<file path="src/rtl/regfile_reader.sv">
// regfile_reader: DEPTH x WIDTH register file with a burst read port.
// A request (start address, length-1) is accepted in IDLE. Words are then
// streamed on a valid/ready response channel, one word per accepted beat,
// with the read address wrapping modulo DEPTH.
//
// Ports:
//   clk, rst               clock, asynchronous active-high reset
//   wr_en/wr_addr/wr_data  register write port, usable in any state
//   req_valid/req_ready    burst request handshake
//   req_addr/req_len       burst start address and length minus one
//   rsp_valid/rsp_ready    response handshake
//   rsp_data/rsp_last      response word and end-of-burst flag
//   busy                   burst in progress
module regfile_reader #(
  parameter int unsigned WIDTH = 32,
  parameter int unsigned DEPTH = 8,
  localparam int unsigned AW = (DEPTH > 1) ? $clog2(DEPTH) : 1
) (
  input  logic             clk,
  input  logic             rst,
  input  logic             wr_en,
  input  logic [AW-1:0]    wr_addr,
  input  logic [WIDTH-1:0] wr_data,
  input  logic             req_valid,
  output logic             req_ready,
  input  logic [AW-1:0]    req_addr,
  input  logic [AW-1:0]    req_len,
  output logic             rsp_valid,
  input  logic             rsp_ready,
  output logic [WIDTH-1:0] rsp_data,
  output logic             rsp_last,
  output logic             busy
);

  typedef enum logic {
    IDLE  = 1'b0,
    BURST = 1'b1
  } state_t;

  state_t           r_state;
  state_t           w_state_nxt;
  logic [WIDTH-1:0] r_mem [DEPTH];
  logic [AW-1:0]    r_ptr;
  logic [AW-1:0]    r_remaining;
  logic [WIDTH-1:0] r_rsp_data;

  logic             w_accept;
  logic             w_beat;
  logic             w_load;
  logic [AW-1:0]    w_ptr_inc;
  logic [AW-1:0]    w_load_addr;
  logic [WIDTH-1:0] w_load_data;

  // State register
  always_ff @(posedge clk or posedge rst) begin
    if (rst) r_state <= IDLE;
    else     r_state <= w_state_nxt;
  end

  // Next-state logic
  always_comb begin
    w_state_nxt = r_state;
    case (r_state)
      IDLE:    if (req_valid) w_state_nxt = BURST;
      BURST:   if (rsp_ready && (r_remaining == '0)) w_state_nxt = IDLE;
      default: w_state_nxt = IDLE;
    endcase
  end

  assign w_accept  = (r_state == IDLE) && req_valid;
  assign w_beat    = (r_state == BURST) && rsp_ready;
  // A new word is loaded on acceptance or on any beat that is not the last
  assign w_load    = w_accept || (w_beat && (r_remaining != '0));
  assign w_ptr_inc = (r_ptr == AW'(DEPTH - 1)) ? '0 : r_ptr + AW'(1);
  assign w_load_addr = w_accept ? req_addr : w_ptr_inc;
  // Same-cycle write to the address being loaded is forwarded to the output
  assign w_load_data = (wr_en && (wr_addr == w_load_addr)) ? wr_data : r_mem[w_load_addr];

  // Register file storage
  always_ff @(posedge clk or posedge rst) begin
    if (rst) begin
      for (int i = 0; i < int'(DEPTH); i++) r_mem[i] <= '0;
    end else if (wr_en) begin
      r_mem[wr_addr] <= wr_data;
    end
  end

  // Burst pointer, remaining count and output word; held while stalled
  always_ff @(posedge clk or posedge rst) begin
    if (rst) begin
      r_ptr       <= '0;
      r_remaining <= '0;
      r_rsp_data  <= '0;
    end else if (w_load) begin
      r_ptr       <= w_load_addr;
      r_remaining <= w_accept ? req_len : r_remaining - AW'(1);
      r_rsp_data  <= w_load_data;
    end
  end

  assign req_ready = (r_state == IDLE);
  assign rsp_valid = (r_state == BURST);
  assign busy      = (r_state == BURST);
  assign rsp_last  = (r_state == BURST) && (r_remaining == '0);
  assign rsp_data  = r_rsp_data;

endmodule

</file>
<file path="config.mk">
export PLATFORM = sky130hd
export DESIGN_NAME = regfile_reader
export DESIGN_NICKNAME = d
export VERILOG_FILES = /design/src/rtl/regfile_reader.sv
export SDC_FILE = /design/constraint.sdc
export NUM_CORES = 1
export LEC_CHECK = 0
export BUFFER_PORTS_ARGS = -buffer_cell sky130_fd_sc_hd__buf_2
export CAP_MARGIN = 20
export CORE_MARGIN = 2
export CORE_UTILIZATION = 55
export CTS_CLUSTER_SIZE = 40
export DETAILED_ROUTE_END_ITERATION = 16
export PLACE_DENSITY_LB_ADDON = 0.08
export SLEW_MARGIN = 10
export SYNTH_ARGS = -nofsm -noshare
export SYNTH_HDL_FRONTEND = slang
export SYNTH_SLANG_ARGS = --single-unit
</file>
<file path="constraint.sdc">
create_clock -name clk -period 28.1 [get_ports clk]
set_clock_uncertainty 0.1 [all_clocks]
set_input_delay 2.81 -clock clk [delete_from_list [all_inputs] [get_ports clk]]
set_output_delay 2.81 -clock clk [all_outputs]
set_load 0.01 [all_outputs]
</file>
==> results of run 1 <==
-- worst register-to-register path, delay by kind of cell (launching register included) --
kind                   cells  cell delay [ns]
flip-flops                 1             0.47
AND/OR/NAND/NOR            1             0.13
AO/OA/AOI/OAI              2             0.98
XOR/XNOR                   1             0.13
buffers and inverters      3             1.81
multiplexers               1             0.40
-- layout by cell type (no fill, tap or decap), drive strengths merged --
cell type and instances:
dfrtp 295, mux2 226, inv 133, o211ai 128
o2111ai 128, buf 107, clkbuf 57, nor2 38
nand2 37, o21ai 35, nand3b 33, nand4 33
a211oi 33, nor4 32, ha 4, xnor2 4
nand4b 3, nor2b 3, mux2i 3, nor3b 2
nor3 2, a21oi 2, nand2b 1, and2 1
a31oi 1, or2 1, o21a 1, o21bai 1
o41a 1, xor2 1, a21o 1, clkinv 1
clkinvlp 1
-- cell type report --
cell class | instances | area [um^2] | area share (%)
clock inverter | 2 | 12.5 | 0.0764
timing repair buffer | 107 | 608 | 3.71
sequential | 295 | 7380 | 45.1
clock buffer | 57 | 1110 | 6.78
inverter | 133 | 507 | 3.09
tap | 335 | 419 | 2.56
multi-input combinational | 755 | 6350 | 38.7
-- path summary, 6_finish.rpt --
path	endpoint	slack, ns	cells past startpoint
min in group asynchronous	r_remaining[2]	2.28	2
max in group asynchronous	r_mem[246]	22.69	5
max	rsp_data[1]	21.97	9
min	r_mem[190]	0.39	1
min reg2reg	r_mem[190]	0.39	1
max reg2reg	rsp_data[1]	23.90	8
-- layer usage --
metal	wire [um]	vias to the layer above
met3	2070	56
met4	754	0
met1	17600	5616
li1	-	4966
met2	18500	320
met5	0	-
-- cells by family after synthesis --
kind of cell | count (synthesis) | synth area share, %
compound gates | 331 | 17.4
xor+xnor | 5 | 0.298
fa+ha+maj | 4 | 0.340
buf+inv | 273 | 7.25
flops | 295 | 50.2
mux | 229 | 17.6
simple gates | 186 | 6.96
-- flip-flops by register name, indices dropped and copies added (netlist names) --
| name | count |
|---|---|
| busy | 1 |
| r_ptr | 3 |
| rsp_data | 32 |
| r_remaining | 3 |
| r_mem | 256 |
-- through the flow --
stage / worst slack, ns / util (%) / std cells / power (mW) / cell area, um^2
floorplan: 17.04 / - / 1323 / 1.20 / 14700
global placement: 21.49 / 58.3 / 1624 / 1.44 / 15200
detailed placement: 21.40 / 58.3 / 1624 / 1.46 / 15200
CTS: 21.92 / 62.6 / 1683 / 1.90 / 16400
global route: 21.75 / 62.7 / 1684 / 2.01 / 16400
finish: 21.97 / 62.7 / 1684 / 1.90 / 16400
-- report_power, final --
part           internal, mW  switching [mW]  total (mW)
Clock                 0.268           0.170       0.438
Combinational         0.290           0.570       0.860
Sequential            0.538          0.0612       0.600
Total                  1.10           0.801        1.90
==> out/metrics.cfg, run 1 <==
[timing]
setup_viol = 0
final-hold-violation-count = 0
worst_slew_pin_slew_ns = 1.18
setup_tns_ns = 0
period_needed_ns = 6.13
slew_viol_final = 0
slew_headroom_pct = 21.2
fmax_mhz = 163
fin_crit_sh_pct = 21.8
hold_ws_ns = 0.388
rsz0062_at_grt = no

[clock_tree]
cts.sinks = 295
htreeDepth = 2
cts_buffers = 34
clkLatencyLatePin_ns = 0.51
cts.path.max_buffers = 3
cts_resized = 0
post_cts_buffers = 0
postCtsHoldBufs = 0
path_clk_slew_ns = 0.06
cts_tree = yes
cts_root_buf = clkbuf_16

[global_routing]
met2_usage_pct = 45.4
use_met3_pct = 4.02
antenna_found_initial = 0
grt_most_used_layer = met2
grt_pass1_wl_um = 62800
grtUsageMet1_pct = 39.7
grt_overflow = 0
grt_usage_pct = 28.0
grt_max_degree = 98
grt_pass1_vias = 11200

[yosys]
synth_top_cell_by_area = dfrtp_1
synth_cells = 1323
yosysWarnings = 0
synth_fp_nets = 1373
synth_edf_count = 0
synth_common_cells = 295 x dfrtp_1, 214 x mux2_2, 133 x inv_1
synthDistinctLibCells = 38
synth_seq_cells = 295
syn_area_per_cell_um2 = 11.1
ys_seq_area_share_pct = 50.2
synthArstFlopShare_pct = 100
ys.flop_type = dfrtp_1
synth_area_leaders = dfrtp_1 50%, mux2_2 16%, o2111ai_1 7.6%
syn_area_um2 = 14700
yosys.cell_count.top_type = dfrtp_1
synth_top_area_share_pct = 50.2

[power_and_ir_drop]
p_per_area_nw_per_um2 = 116
leakage_nw = 6.79
ir_worst_vdd_mv = 0.114

[outcome]
status = finished, final reports clean

[placement]
routabilityCongestion = 0.756
port_buffers = 81
dp_hpwl_um = 19600

[min_path]
min_from = r_mem[190]
hp-class = flop to flop

[setup_path]
slowest_stage = buf_4
critPathMaxFanout = 97
path_cells = buf_2, nor2b_4, buf_4, buf_4, mux2i_4, xnor2_2, buf_4, o41a_2, a211oi_1
worst_path_largest_cell_delay_ns = 0.90
worst-path-buf-inv = 4
cp-end-kind = flop
cp.arrival_ns = 6.37
path_class = input pin to flop
critPathTopFamily = buffers and inverters
start_kind = input pin
crit_top_cell = buf_4
r2r-start = busy
cp-startpoint = req_valid
cp.required_ns = 28.33

[drt]
first_pass_iters = 5
viasPerCell = 6.51
drt_drc_violations_left = 0
dr.first_iter.drc_count = 783
final_antenna_net_count = 0
routed_wl_um = 38900
vias = 11000
wire_per_inst_um = 23.1

[die]
die_h_um = 168
start_util_pct = 56.3
core_um2 = 26100
ios = 82
rows = 59
dieWidth_um = 168
dieArea_um2 = 28100

[finish]
syn2layout_area_growth_pct = 11.4
nFillCells = 2154
antennaDiodeCount = 0
nets = 1376
drive_gt1_share_pct = 28.7

[job]
cap_violations = 0

Power figures use the tool's default switching activity.
==> inputs of run 2 (changes only) <==
- clock period: 28.1 -> 5.2 ns (I/O delays scaled with it)
==> run 2 against run 1 <==
  * Utilization is 0.072 points higher
  * Cell area is 0.11% higher
  * Setup slack worse by 20 ns
  * Register-to-register slack worse by 22 ns
  * Hold slack worse by 0.31 ns
  * Die area stayed put
  * Clock power grew to 5.5 times the previous value
  * Routed wire length is 0.22% lower
  * Sequential share of layout area is 0.052 points lower
  * Highest routed layer is now met5
==> out/metrics.cfg, run 2 (synthesis results as in run 1) <==
[die]
dieWidth_um = 168  ; unchanged
core_um2 = 26100  ; unchanged
rows = 59  ; unchanged
dieArea_um2 = 28100  ; unchanged
die_h_um = 168  ; unchanged
ios = 82  ; unchanged
start_util_pct = 56.3  ; unchanged

[placement]
placedCellCount = 1624  ; unchanged
post_dp_cell_area_um2 = 15300  ; was 15200 um^2
routabilityCongestion = 0.711  ; was 0.756
dp_slack_ns = 1.52  ; was 21.40 ns
dp_hpwl_um = 19000  ; was 19600 um
port_buffers = 81  ; unchanged

[drt]
dr.first_iter.drc_count = 821  ; was 783
wire_per_inst_um = 23.0  ; was 23.1 um
routed_wl_um = 38800  ; was 38900 um
vias = 10900  ; was 11000
drt_drc_violations_left = 0  ; unchanged
viasPerCell = 6.47  ; was 6.51
final_antenna_net_count = 0  ; unchanged
first_pass_iters = 5  ; unchanged

[timing]
period_needed_ns = 3.73
rsz0062_at_grt = no  ; unchanged
setup_slack_ns = 1.47  ; was 21.97 ns
worst_slew_pin_slew_ns = 1.14  ; was 1.18 ns
slew_headroom_pct = 24.0  ; was 21.2%
slew_viol_final = 0  ; unchanged
final-hold-violation-count = 0  ; unchanged
setup_viol = 0  ; unchanged
setup_tns_ns = 0  ; unchanged
fin_crit_sh_pct = 71.8
fmax_mhz = 268
hold_ws_ns = 0.0807  ; was 0.388 ns

[finish]
final_cells = 1684  ; unchanged
finish.utilization_pct = 62.8  ; was 62.7%
multi_input_area_um2 = 6350  ; unchanged
final_cell_mix = 295 x dfrtp_1, 215 x mux2_2, 132 x inv_1  ; unchanged
design_area_um2 = 16400  ; about the same
largest_reg_flops = 256  ; unchanged
nets = 1375  ; was 1376
syn2layout_area_growth_pct = 11.5  ; was 11.4%
layout_commonest_cell = dfrtp_1  ; unchanged
drive_gt1_share_pct = 28.6  ; was 28.7%
regMostFlops = r_mem  ; unchanged
nFillCells = 2152  ; was 2154
regArea_um2 = 7380  ; unchanged

[min_path]
hp-class = input pin to async pin  ; was flop to flop

[clock_tree]
postCtsHoldBufs = 0  ; unchanged
cts_root_buf = clkbuf_16  ; unchanged
htreeDepth = 2  ; unchanged
cts_resized = 0  ; unchanged
cts.path.max_buffers = 3  ; unchanged
clkLatencyLatePin_ns = 0.51  ; about the same
cts.sinks = 295  ; unchanged
cts_tree = yes  ; unchanged
post_cts_buffers = 0  ; unchanged
cts_buffers = 34  ; unchanged
path_clk_slew_ns = 0.06  ; about the same

[setup_path]
r2r-start = r_ptr[0]  ; was busy
cp-startpoint = r_ptr[0]  ; was req_valid
cp-end-kind = flop  ; unchanged
r2r-end = rsp_data[19]  ; was rsp_data[1]
path_class = flop to flop  ; was input pin to flop
start_kind = flop  ; was input pin
cp.arrival_ns = 3.96  ; was 6.37 ns
rrSetupSlack_ns = 1.47  ; was 23.90 ns
worstRegToRegCells = 8  ; unchanged
critPathMaxFanout = 49  ; was 97
cp.required_ns = 5.43  ; was 28.33 ns

[power_and_ir_drop]
ir_worst_vdd_mv = 0.913  ; was 0.114 mV
leakage_nw = 6.79  ; about the same
p_per_area_nw_per_um2 = 627  ; was 116 nW/um^2
total_power_mw = 10.3  ; was 1.90 mW

[outcome]
status = finished, final reports clean  ; unchanged

[global_routing]
grt_usage_pct = 28.2  ; was 28.0%
antenna_found_initial = 1  ; was 0
grt_pass1_wl_um = 62800  ; about the same
grt_pass1_vias = 11100  ; was 11200
grt_overflow = 0  ; unchanged
grt_max_degree = 157  ; was 98

[job]
cap_violations = 0  ; unchanged

run 2: changes by cell type in the layout (fill, tap and decap cells not counted), sizes merged:
cell	before	now
buf	107	106
diode	0	1
clkbuf	57	52
bufinv	0	3
clkinv	1	3
run 2: worst max-delay path by stage:
stage / to / cells after the start
after global routing: rsp_data[25] / 8
after detailed placement: rsp_data[19] / 8
after floorplan: busy / 1
after global placement: rsp_data[18] / 8
final: rsp_data[19] / 8
after CTS: rsp_data[19] / 8
run 2: power breakdown:
| group | switching, mW | leakage (nW) | internal, mW | total (mW) |
|---|---|---|---|---|
| clock | 0.923 | 0.558 | 1.50 | 2.42 |
| sequential | 0.320 | 3.52 | 2.91 | 3.23 |
| combinational | 3.06 | 2.72 | 1.57 | 4.63 |
| total | 4.30 | 6.79 | 5.98 | 10.3 |
run 2: worst max-delay path, stage by stage, from the launching register on:
cell and delay (ns):
dfrtp_1 0.39, ha_1 0.17, ha_1 0.18, or2_4 0.54, o21a_4 0.48, xnor2_2 0.15
buf_4 0.45, o41a_2 0.89, a211oi_1 0.18
run 2: area by class of cell:
class | instances | area share, %
timing repair buffer | 106 | 3.77
tap | 335 | 2.56
sequential | 295 | 45.0
multi-input combinational | 755 | 38.7
clock inverter | 7 | 0.694
antenna | 1 | 0.0153
clock buffer | 52 | 6.22
inverter | 133 | 3.07
run 2: metal layers:
| layer | track usage [%] | share of wire, % | vias up |
|---|---|---|---|
| met5 | 0 | 0.028 | - |
| met4 | 8.13 | 2.0 | 2 |
| met3 | 3.97 | 5.0 | 68 |
| met2 | 46.0 | 47 | 315 |
| met1 | 39.6 | 46 | 5551 |
| li1 | - | - | 4962 |
